--- src/rtl/note_detector.sv ---
// note_detector
//   Measures the period of an incoming square-wave tone and decodes which of
//   the eight scale notes C4..C5 is sounding. A note is only reported after
//   STABLE_COUNT consecutive periods agree, and is dropped after a silence of
//   MAX_PERIOD+1 cycles.
//
// Ports
//   CLK          system clock (100 MHz)
//   RESET        asynchronous reset, active low
//   FREQ_IN      asynchronous square-wave tone input
//   NOTE[3:0]    0 = none, 1 = C4 .. 8 = C5
//   VALID        high while NOTE holds a locked note
//   NOTE_STROBE  one-cycle pulse when NOTE takes a new nonzero value
//   Led[7:0]     one-hot of NOTE, C4 -> Led[7] .. C5 -> Led[0]
//
// State table
//   state     | meaning
//   S_IDLE    | no timing reference; the next rising edge only arms the counter
//   S_ACQUIRE | measuring periods, no note reported yet
//   S_LOCKED  | NOTE/VALID report a note; a new note needs a full match run

module note_detector #(
  parameter int STABLE_COUNT = 4,
  parameter int MIN_PERIOD   = 180000,
  parameter int MAX_PERIOD   = 400000,
  parameter int CNT_W        = 19,
  // Lower period bound of each note band (midpoints between adjacent notes).
  parameter int TH_C4        = 361375,
  parameter int TH_D4        = 321950,
  parameter int TH_E4        = 294857,
  parameter int TH_F4        = 270723,
  parameter int TH_G4        = 241188,
  parameter int TH_A4        = 214876,
  parameter int TH_B4        = 196796
) (
  input  logic       CLK,
  input  logic       RESET,
  input  logic       FREQ_IN,
  output logic [3:0] NOTE,
  output logic       VALID,
  output logic       NOTE_STROBE,
  output logic [7:0] Led
);

  localparam int MATCH_W = $clog2(STABLE_COUNT + 1);

  localparam logic [CNT_W-1:0]   CNT_SAT = CNT_W'(MAX_PERIOD + 1);
  localparam logic [CNT_W-1:0]   P_MIN   = CNT_W'(MIN_PERIOD);
  localparam logic [CNT_W-1:0]   P_MAX   = CNT_W'(MAX_PERIOD);
  localparam logic [CNT_W-1:0]   T_C4    = CNT_W'(TH_C4);
  localparam logic [CNT_W-1:0]   T_D4    = CNT_W'(TH_D4);
  localparam logic [CNT_W-1:0]   T_E4    = CNT_W'(TH_E4);
  localparam logic [CNT_W-1:0]   T_F4    = CNT_W'(TH_F4);
  localparam logic [CNT_W-1:0]   T_G4    = CNT_W'(TH_G4);
  localparam logic [CNT_W-1:0]   T_A4    = CNT_W'(TH_A4);
  localparam logic [CNT_W-1:0]   T_B4    = CNT_W'(TH_B4);
  localparam logic [MATCH_W-1:0] M_FULL  = MATCH_W'(STABLE_COUNT);
  localparam logic [MATCH_W-1:0] M_ONE   = MATCH_W'(1);

  typedef enum logic [1:0] {
    S_IDLE,
    S_ACQUIRE,
    S_LOCKED
  } state_t;

  state_t             state, state_n;
  logic [CNT_W-1:0]   cnt, cnt_n;
  logic [3:0]         cand, cand_n;
  logic [MATCH_W-1:0] match, match_n;
  logic [3:0]         note_n;
  logic               valid_n;
  logic               strobe_n;
  logic [7:0]         led_n;

  logic sync_1, sync_2, sync_prev;
  logic rise;

  logic               in_range;
  logic [3:0]         code;
  logic [3:0]         trk_cand;
  logic [MATCH_W-1:0] trk_match;

  function automatic logic [7:0] led_of(input logic [3:0] n);
    logic [7:0] l;
    l = 8'h00;
    if (n != 4'd0 && n <= 4'd8) l = 8'h80 >> (n - 4'd1);
    return l;
  endfunction

  // Two-flop synchronizer followed by one history flop for edge detection.
  always_ff @(posedge CLK or negedge RESET) begin
    if (!RESET) begin
      sync_1    <= 1'b0;
      sync_2    <= 1'b0;
      sync_prev <= 1'b0;
    end else begin
      sync_1    <= FREQ_IN;
      sync_2    <= sync_1;
      sync_prev <= sync_2;
    end
  end

  assign rise = sync_2 & ~sync_prev;

  // The counter value at a detected edge is the period just completed.
  always_comb begin
    in_range = (cnt >= P_MIN) && (cnt <= P_MAX);
    if      (cnt >= T_C4) code = 4'd1;
    else if (cnt >= T_D4) code = 4'd2;
    else if (cnt >= T_E4) code = 4'd3;
    else if (cnt >= T_F4) code = 4'd4;
    else if (cnt >= T_G4) code = 4'd5;
    else if (cnt >= T_A4) code = 4'd6;
    else if (cnt >= T_B4) code = 4'd7;
    else                  code = 4'd8;
  end

  always_comb begin
    trk_cand  = 4'd0;
    trk_match = '0;
    if (in_range) begin
      if (code == cand) begin
        trk_cand  = cand;
        trk_match = (match >= M_FULL) ? M_FULL : match + M_ONE;
      end else begin
        trk_cand  = code;
        trk_match = M_ONE;
      end
    end
  end

  always_ff @(posedge CLK or negedge RESET) begin
    if (!RESET) begin
      state       <= S_IDLE;
      cnt         <= '0;
      cand        <= 4'd0;
      match       <= '0;
      NOTE        <= 4'd0;
      VALID       <= 1'b0;
      NOTE_STROBE <= 1'b0;
      Led         <= 8'h00;
    end else begin
      state       <= state_n;
      cnt         <= cnt_n;
      cand        <= cand_n;
      match       <= match_n;
      NOTE        <= note_n;
      VALID       <= valid_n;
      NOTE_STROBE <= strobe_n;
      Led         <= led_n;
    end
  end

  always_comb begin
    state_n  = state;
    cand_n   = cand;
    match_n  = match;
    note_n   = NOTE;
    valid_n  = VALID;
    strobe_n = 1'b0;

    // Saturating period counter; reloads to 1 on the edge cycle itself.
    if (rise)                cnt_n = {{(CNT_W-1){1'b0}}, 1'b1};
    else if (cnt != CNT_SAT) cnt_n = cnt + {{(CNT_W-1){1'b0}}, 1'b1};
    else                     cnt_n = cnt;

    unique case (state)
      S_IDLE: begin
        if (rise) begin
          state_n = S_ACQUIRE;
          cand_n  = 4'd0;
          match_n = '0;
        end
      end

      S_ACQUIRE: begin
        if (rise) begin
          cand_n  = trk_cand;
          match_n = trk_match;
          if (trk_match == M_FULL) begin
            state_n  = S_LOCKED;
            note_n   = trk_cand;
            valid_n  = 1'b1;
            strobe_n = 1'b1;
          end
        end else if (cnt == CNT_SAT) begin
          state_n = S_IDLE;
          cand_n  = 4'd0;
          match_n = '0;
          note_n  = 4'd0;
          valid_n = 1'b0;
        end
      end

      S_LOCKED: begin
        if (rise) begin
          cand_n  = trk_cand;
          match_n = trk_match;
          // A run matching the held note just keeps the lock quietly.
          if (trk_match == M_FULL && trk_cand != NOTE) begin
            note_n   = trk_cand;
            strobe_n = 1'b1;
          end
        end else if (cnt == CNT_SAT) begin
          state_n = S_IDLE;
          cand_n  = 4'd0;
          match_n = '0;
          note_n  = 4'd0;
          valid_n = 1'b0;
        end
      end

      default: begin
        state_n = S_IDLE;
        cand_n  = 4'd0;
        match_n = '0;
        note_n  = 4'd0;
        valid_n = 1'b0;
      end
    endcase

    led_n = led_of(note_n);
  end

endmodule

--- config.mk ---
export PLATFORM = sky130hd
export DESIGN_NAME = note_detector
export DESIGN_NICKNAME = d
export VERILOG_FILES = /design/src/rtl/note_detector.sv
export SDC_FILE = /design/constraint.sdc
export NUM_CORES = 1
export LEC_CHECK = 0
export BUFFER_PORTS_ARGS = -buffer_cell sky130_fd_sc_hd__buf_2
export CORE_ASPECT_RATIO = 0.6
export CORE_UTILIZATION = 25
export DETAILED_ROUTE_END_ITERATION = 16
export GPL_ROUTABILITY_DRIVEN = 0
export PLACE_DENSITY = 0.49
export SLEW_MARGIN = 20
export SYNTH_ARGS = -nofsm -noshare
export SYNTH_HDL_FRONTEND = slang
export SYNTH_SLANG_ARGS = --single-unit
--- constraint.sdc ---
create_clock -name CLK -period 4.4 [get_ports CLK]
set_input_delay 0.66 -clock CLK [delete_from_list [all_inputs] [get_ports CLK]]
set_output_delay 0.66 -clock CLK [all_outputs]
set_load 0.03 [all_outputs]
==> results.sh, run 1 <==
export IMPL_areaGrowthSynthToFinish_pct=12.86
export IMPL_first_iter_violations=204
export IMPL_core_um2=11560
export IMPL_die_h_um=87.35
export IMPL_fill_cells=1262
export IMPL_final_setup_tns_ps=0
export IMPL_port_buffers=16
export IMPL_rows=30
export IMPL_grt_pass1_vias=2420
export IMPL_synth_ff_latch_count=45
export IMPL_fin_util_pct=29.63
export IMPL_grt_pass1_wl_mm=13.29
export IMPL_dp_hpwl_mm=5.955
export IMPL_grt_total_usage_pct=13.62
export IMPL_min_path_type="flop to flop"
export IMPL_worstPathCellList="or4_4 -> or4_4 -> o31a_1 -> a211oi_1 -> nor3_1 -> xnor2_2 -> nand3_4 -> nor2_1 -> mux2_2 -> nor4_1"
export IMPL_vias_per_cell=5.185
export IMPL_slew_headroom_pct=39.73
export IMPL_avgRoutedWirePerCell_um=15.55
export IMPL_synth_cell_types=68
export IMPL_crit_buf_inv=0
export IMPL_synth_top_area_share_pct=37.10
export IMPL_grt_max_degree=46
export IMPL_hold_viol=0
export IMPL_io_pins=17
export IMPL_start_util_pct=26.26
export IMPL_power_uw=1138
export IMPL_crit_slowest_cell="or4_4"
export IMPL_rsz0062_at_grt="false"
export IMPL_synthArstFlopShare_pct=100.0
export IMPL_skew_ps=7.761
export IMPL_cts_tree="done"
export IMPL_synth_edff_count=0
export IMPL_post_cts_setup_buffers=0
export IMPL_critPathTopFamily="simple AND/OR/NAND/NOR gates"
export IMPL_synth_warnings=0
export IMPL_drt_wl_total_mm=8.072
export IMPL_drtAntennaViolNets=0
export IMPL_synth_most_common_cell="dfrtp_1"
export IMPL_synth_fp_nets=362
export IMPL_ys_top_cells_by_count="dfrtp_1 (45), nor2_1 (43), nand2_1 (28), o21ai_0 (21), clkbuf_1 (19)"
export IMPL_syn_avg_cell_area_um2=8.673
export IMPL_dieArea_um2=12600
export IMPL_required_ps=4560
export IMPL_layout_drive_gt1_share_pct=12.81
export IMPL_drcViolationCount=0
export IMPL_clk_latency_ps=290
export IMPL_status="finished clean"
export IMPL_cts_root_buf="clkbuf_16"
export IMPL_seq_area_frac_synth_pct=37.10
export IMPL_synth_xor_area_share_pct=4.617
export IMPL_max_freq_mhz=249.3
export IMPL_hold_buffers=0
export IMPL_p_per_area_nw_per_um2=332.2
export IMPL_post_cts_resized=0
export IMPL_dominantRegCellSynth="dfrtp_1"
export IMPL_htree_levels=2
export IMPL_cts_buffers=5
export IMPL_maxCapViolations=0
export IMPL_worstMarginPinSlew_ps=881.3
export IMPL_synthMuxAreaShare_pct=1.031
export IMPL_synth_adder_area_share_pct=3.710
export IMPL_setup_viol=0
export IMPL_clkTransAtPathRegs_ps=60
export IMPL_dr_pass1_iters=5
export IMPL_clock_sinks=45
export IMPL_crit_arrival_ps=4170
export IMPL_num_nets_final=370
export IMPL_vias=2691
export IMPL_grt_ovfl_total=0
export IMPL_ir_worst_vdd_mv=0.1108
export IMPL_fin_crit_sh_pct=91.16
export IMPL_startpoint_type="flop"
export IMPL_netlist_instances=350
export IMPL_critPathMaxStageDelay_ps=600
export IMPL_fin_hold_ws_ps=349.0
export IMPL_path_class="flop to flop"
export IMPL_synth_simple_area_share_pct=27.49
export IMPL_num_antenna_cells=0
export IMPL_synth_top_family_by_area="simple AND/OR/NAND/NOR gates"
export IMPL_synth_compound_area_share_pct=20.07
export IMPL_synth_area_um2=3035
export IMPL_period_needed_ps=4011
export IMPL_antenna_found_initial=0
export IMPL_cts_max_path_buffers=2
export IMPL_path_max_fanout=11
export IMPL_die_x_um=144.3
export IMPL_drv_slew=0
export IMPL_crit_path_end_kind="flop"
export IMPL_yosys_area_top_type="dfrtp_1"
export IMPL_cpMostUsedCell="or4_4"
export IMPL_synthTopCellsByArea="dfrtp_1 (37%), nor2_1 (5.3%), ha_1 (3.7%), nand2_1 (3.5%), o21ai_0 (3.5%)"
export IMPL_leakagePower_uw=0.001410
[state kept, by name, indices dropped and copies added, names as in the netlist]
name / cells
cnt: 19
Led: 8
NOTE: 4
cand: 4
match: 3
state: 2
NOTE_STROBE: 1
VALID: 1
sync_1: 1
sync_2: 1
sync_prev: 1
[final timing paths]
check | from | cells after the start | endpoint | slack, ps
hold / removal | sync_1 | 0 | sync_2 | 350
hold reg to reg | sync_1 | 0 | sync_2 | 350
setup / recovery | cnt[9] | 10 | Led[3] | 390
max in group asynchronous | RESET | 1 | cand[0] | 3620
setup reg to reg | cnt[9] | 10 | Led[3] | 390
min in group asynchronous | RESET | 1 | cnt[15] | 380
[cell type report]
class | instances | area [um^2] | share of cell area (%)
Clock buffer | 6 | 128.9 | 3.762
Clock inverter | 2 | 10.01 | 0.2922
Inverter | 18 | 67.56 | 1.972
Multi-Input combinational cell | 263 | 1743 | 50.88
Sequential cell | 45 | 1126 | 32.87
Tap cell | 160 | 200.2 | 5.844
Timing Repair Buffer | 25 | 150.1 | 4.383
[cell usage in the layout, fill, tap and decap left out, types with 6 or more instances in the layout]
cell and n:
inv_1 18, xnor2_1 6, buf_2 15, dfrtp_1 45, nor3_1 9, nand4_1 7, ha_1 9, a21oi_1 12
nor2_1 43, buf_4 10, nand2_1 28, o21ai_0 21, or3_1 8, xor2_1 9, nor4_1 9, nand3_1 7
[layer usage]
layer	wire [um]	GRT usage [%]	part of all wire [%]	vias to the layer above
met3	536	3.024	6.6	8
met2	2890	16.60	36	94
li1	-	-	-	1290
met1	4582	22.95	57	1299
met5	0	0	0	-
met4	63	2.297	0.78	0
[through the flow]
step | setup WS, ps | instance area (um^2) | std cells
2_1_floorplan | 848.0 | 3035 | 350
3_3_place_gp | 401.3 | 3269 | 511
3_5_place_dp | 279.5 | 3269 | 511
4_1_cts | 258.4 | 3408 | 519
5_1_grt | 159.7 | 3426 | 519
6_report | 389.1 | 3426 | 519
[report_power, final]
part / switching [uW] / internal (uW)
clock network: 157 / 209
registers: 44.7 / 438
logic: 187 / 102
[logic make-up (layout without fill, tap and decap cells)]
family | after synthesis | count (layout)
adder cells (fa/ha/maj) | 9 | 9
AO/OA/AOI/OAI | 83 | 83
flip-flops | 45 | 45
XOR/XNOR | 16 | 16
AND/OR/NAND/NOR | 152 | 152
multiplexers | 3 | 3
buffers and inverters | 42 | 51
(Power assumes the default switching activity.)
==> run 2: changes to the inputs <==
Settings changed: CORE_MARGIN set to 2, SKIP_LAST_GASP set to 1.
==> results.sh, run 2 (synthesis gave the netlist of run 1 again) <==
export IMPL_dr_pass1_iters=5
export IMPL_post_cts_resized=0
export IMPL_post_cts_setup_buffers=0
export IMPL_worstPathCellList="or4_4 -> or4_4 -> o31a_1 -> a211oi_1 -> nor3_1 -> xnor2_1 -> nand3_2 -> o211a_1 -> a211oi_4 -> nor4b_2"
export IMPL_dp_hpwl_mm=5.936
export IMPL_largest_register="cnt"
export IMPL_largest_register_ffs=19
export IMPL_cts_tree="done"
export IMPL_ir_worst_vdd_mv=0.1219
export IMPL_setup_slack_ps=382.9
export IMPL_reg_top3="cnt x19, Led x8"
export IMPL_setup_viol=0
export IMPL_layout_drive_gt1_share_pct=13.06
export IMPL_drcViolationCount=0
export IMPL_clock_sinks=45
export IMPL_leakagePower_uw=0.001437
export IMPL_place_ws_ps=491.3
export IMPL_die_h_um=89.35
export IMPL_status="finished clean"
export IMPL_clk_latency_ps=290
export IMPL_die_x_um=146.3
export IMPL_worstHoldPathCells=0
export IMPL_critPathMaxStageDelay_ps=590
export IMPL_hold_buffers=0
export IMPL_crit_reg2reg_launch="cnt[10]"
export IMPL_clkTransAtPathRegs_ps=70
export IMPL_final_setup_tns_ps=0
export IMPL_path_max_fanout=11
export IMPL_grt_pass1_vias=2502
export IMPL_worst_r2r_cell_count=10
export IMPL_crit_slowest_cell="or4_4"
export IMPL_period_needed_ps=4017
export IMPL_grt_use_met2_pct=15.69
export IMPL_port_buffers=16
export IMPL_layout_commonest_cell="dfrtp_1"
export IMPL_core_um2=11950
export IMPL_rows=31
export IMPL_start_util_pct=25.41
export IMPL_crit_path_end_kind="flop"
export IMPL_worstMarginPinSlew_ps=831.6
export IMPL_num_nets_final=371
export IMPL_path_class="flop to flop"
export IMPL_r2r_end="Led[6]"
export IMPL_r2r_slack_ps=380
export IMPL_grt_ovfl_total=0
export IMPL_num_antenna_cells=0
export IMPL_grt_pass1_wl_mm=13.60
export IMPL_drv_slew=0
export IMPL_final_cell_mix="dfrtp_1 (45), nor2_1 (43), nand2_1 (28)"
export IMPL_cts_root_buf="clkbuf_16"
export IMPL_grt_busiest_layer="met1"
export IMPL_io_pins=17
export IMPL_crit_start="cnt[10]"
export IMPL_first_iter_violations=279
export IMPL_startpoint_type="flop"
export IMPL_crit_path_end="Led[6]"
export IMPL_skew_ps=10.60
export IMPL_fill_cells=1309
export IMPL_cpMostUsedCell="or4_4"
export IMPL_maxCapViolations=0
export IMPL_vias=2702
export IMPL_fin_crit_sh_pct=91.30
export IMPL_cts_max_path_buffers=2
export IMPL_met3_usage_pct=4.031
export IMPL_avgRoutedWirePerCell_um=15.18
export IMPL_met1_usage_pct=21.28
export IMPL_required_ps=4590
export IMPL_areaGrowthSynthToFinish_pct=14.51
export IMPL_drt_wl_total_mm=7.972
export IMPL_grt_max_degree=46
export IMPL_slew_headroom_pct=43.81
export IMPL_hold_viol=0
export IMPL_cts_buffers=5
export IMPL_dieArea_um2=13070
export IMPL_htree_levels=2
export IMPL_crit_arrival_ps=4200
export IMPL_grt_total_usage_pct=13.05
export IMPL_vias_per_cell=5.147
export IMPL_max_freq_mhz=248.9
export IMPL_rsz0062_at_grt="false"
export IMPL_drtAntennaViolNets=0
export IMPL_p_per_area_nw_per_um2=361.9
export IMPL_min_path_type="flop to flop"
export IMPL_antenna_found_initial=0
-- run 2: final cells by class --
| type | count | area [um^2] | share of cell area [%] |
|---|---|---|---|
| multi-input cells | 263 | 1728 | 49.71 |
| flip-flops and latches | 45 | 1126 | 32.40 |
| well taps | 165 | 206.4 | 5.940 |
| repair buffers | 26 | 157.7 | 4.536 |
| clock buffers | 5 | 125.1 | 3.600 |
| inverters | 18 | 67.56 | 1.944 |
| clock inverters | 3 | 65.06 | 1.872 |
-- run 2: metal layers --
layer,vias to the layer above,share of wire (%)
met1,1282,54
met2,114,35
li1,1297,-
met3,9,10
met5,-,0
met4,0,0.90
-- run 2: power by group --
| group | leakage [uW] | internal [uW] | switching (uW) |
|---|---|---|---|
| logic | 0.000730 | 103 | 187 |
| clock network | 0.0000938 | 324 | 160 |
| registers | 0.000614 | 438 | 45.6 |
-- run 2: worst min path at each step --
| stage | from | end | slack, ps |
|---|---|---|---|
| finish | sync_1 | sync_2 | 360 |
| global route | sync_1 | sync_2 | 360 |
| CTS | sync_1 | sync_2 | 360 |
| detailed placement | sync_1 | sync_2 | 340 |
| global placement | sync_1 | sync_2 | 330 |
| floorplan | sync_1 | sync_2 | 330 |
-- run 2: worst max-delay path, delay by kind of cell, from the launching register on --
kind,cells,cell delay (ps)
xor+xnor,1,300
flops,1,500
compound gates,4,1380
simple gates,5,1730
-- run 2: through the flow --
step                utilization [%]  total power (uW)  hold slack [ps]  cells  instance area [um^2]
floorplan                         -             677.0            331.2    350                  3035
global placement              27.48             777.8            333.5    517                  3283
detailed placement            27.48             773.2            342.8    517                  3283
CTS                           29.07              1266            358.5    525                  3473
global route                  29.10              1333            360.0    525                  3476
finish                        29.10              1258            356.5    525                  3476
==> run 3: changes to the inputs <==
Settings changed: PLACE_DENSITY 0.49 to unset.
==> results.sh, run 3 (synthesis gave the netlist of run 1 again) <==
export IMPL_startpoint_type="flop"
export IMPL_grt_max_degree=46
export IMPL_period_needed_ps=3936
export IMPL_areaGrowthSynthToFinish_pct=11.71
export IMPL_r2r_end="Led[7]"
export IMPL_layout_commonest_cell="dfrtp_1"
export IMPL_start_util_pct=25.41
export IMPL_fin_hold_ws_ps=348.8
export IMPL_final_setup_tns_ps=0
export IMPL_worstMarginPinSlew_ps=815.9
export IMPL_avgRoutedWirePerCell_um=14.12
export IMPL_required_ps=4600
export IMPL_r2r_slack_ps=460
export IMPL_reg_top3="cnt x19, Led x8"
export IMPL_status="finished clean"
export IMPL_num_antenna_cells=0
export IMPL_cts_tree="done"
export IMPL_largest_register_ffs=19
export IMPL_switchingPower_uw=390.6
export IMPL_first_iter_violations=174
export IMPL_leakagePower_uw=0.001383
export IMPL_antenna_found_initial=0
export IMPL_critPathTopFamily="simple AND/OR/NAND/NOR gates"
export IMPL_crit_path_end_kind="flop"
export IMPL_grt_ovfl_total=0
export IMPL_final_cell_mix="dfrtp_1 (45), nor2_1 (43), nand2_1 (28)"
export IMPL_drv_slew=0
export IMPL_port_buffers=16
export IMPL_dieArea_um2=13070
export IMPL_fin_crit_sh_pct=89.46
export IMPL_io_pins=17
export IMPL_dr_pass1_iters=5
export IMPL_grt_total_usage_pct=11.76
export IMPL_post_cts_resized=0
export IMPL_clock_power_share_pct=34.5
export IMPL_core_um2=11950
export IMPL_ir_worst_vdd_mv=0.1584
export IMPL_rows=31
export IMPL_hold_viol=0
export IMPL_path_max_fanout=10
export IMPL_min_to="sync_2"
export IMPL_die_h_um=89.35
export IMPL_drcViolationCount=0
export IMPL_crit_reg2reg_launch="cnt[9]"
export IMPL_htree_levels=2
export IMPL_crit_buf_inv=0
export IMPL_rsz0062_at_grt="false"
export IMPL_hold_start="sync_1"
export IMPL_maxCapViolations=0
export IMPL_cts_buffers=5
export IMPL_grt_pass1_vias=2346
export IMPL_vias=2644
export IMPL_cts_root_buf="clkbuf_16"
export IMPL_critPathMaxStageDelay_ps=590
export IMPL_worstHoldPathCells=0
export IMPL_combinationalPowerShare_pct=22.3
export IMPL_cts_max_path_buffers=2
export IMPL_min_path_type="flop to flop"
export IMPL_max_freq_mhz=254.0
export IMPL_crit_slowest_cell="or4_4"
export IMPL_layout_drive_gt1_share_pct=11.58
export IMPL_vias_per_cell=5.094
export IMPL_worstPathCellList="or4_4 -> or4_4 -> o31a_1 -> nor2_1 -> nor3b_1 -> o32a_1 -> and3_1 -> o211a_1 -> a211oi_4 -> nor4b_2"
export IMPL_slew_headroom_pct=44.20
export IMPL_num_nets_final=365
export IMPL_largest_register="cnt"
export IMPL_clk_latency_ps=300
export IMPL_hold_buffers=0
export IMPL_crit_start="cnt[9]"
export IMPL_seqPwrFrac_pct=43.2
export IMPL_cpMostUsedCell="or4_4"
export IMPL_post_cts_setup_buffers=0
export IMPL_dp_hpwl_mm=5.459
export IMPL_setup_viol=0
export IMPL_worst_r2r_cell_count=10
export IMPL_crit_arrival_ps=4140
export IMPL_path_class="flop to flop"
export IMPL_die_x_um=146.3
export IMPL_clkTransAtPathRegs_ps=70
export IMPL_clock_sinks=45
export IMPL_drtAntennaViolNets=0
export IMPL_p_per_area_nw_per_um2=333.1
export IMPL_grt_pass1_wl_mm=12.28
export IMPL_skew_ps=10.51
export IMPL_p_int_uw=738.8
export IMPL_drt_wl_total_mm=7.330
export IMPL_p_sw_share_pct=34.58
[run 3: cell count changes in the layout (fill, tap and decap cells not counted)]
cell / before / now
inv_6: 0 / 2
clkinvlp_4: 0 / 1
bufinv_16: 2 / 0
clkinv_2: 1 / 0
buf_4: 11 / 5
[run 3: worst max-delay path by stage]
| stage | endpoint | depth (start not counted) |
|---|---|---|
| final | Led[7] | 10 |
| after global routing | Led[7] | 13 |
| after CTS | Led[7] | 10 |
| after detailed placement | Led[7] | 10 |
| after global placement | Led[7] | 10 |
| after floorplan | Led[7] | 12 |
[run 3: layout make-up]
class / instances / area [um^2]
Fill cell: 1301 / 8556
Multi-Input combinational cell: 263 / 1728
Sequential cell: 45 / 1126
Tap cell: 165 / 206.4
Clock buffer: 5 / 125.1
Timing Repair Buffer: 20 / 112.6
Inverter: 18 / 67.56
Clock inverter: 3 / 25.02
[run 3: power by group through the flow]
stage          clock (uW)  sequential [uW]  combinational [uW]
3_3_place_gp            0              494                 245
2_1_floorplan           0              459                 218
3_5_place_dp            0              493                 251
5_1_grt               423              494                 287
4_1_cts               401              487                 250
6_report              389              488                 252
[run 3: per-layer routing]
| layer | up-vias | wire (um) | GRT usage, % |
|---|---|---|---|
| met4 | 0 | 100 | 3.972 |
| met5 | - | 0 | 0 |
| li1 | 1283 | - | - |
| met3 | 7 | 557 | 3.316 |
| met2 | 83 | 2812 | 15.57 |
| met1 | 1271 | 3860 | 17.88 |
[run 3: per-stage QoR]
step                instance area [um^2]  util, %  setup slack, ps  std cells  power, uW
detailed placement                  3238    27.11            536.4        511      744.0
floorplan                           3035        -            848.0        350      677.0
CTS                                 3388    28.36            490.0        519       1138
finish                              3391    28.38            463.7        519       1129
global route                        3391    28.38            215.6        519       1204
global placement                    3238    27.11            596.3        511      738.8
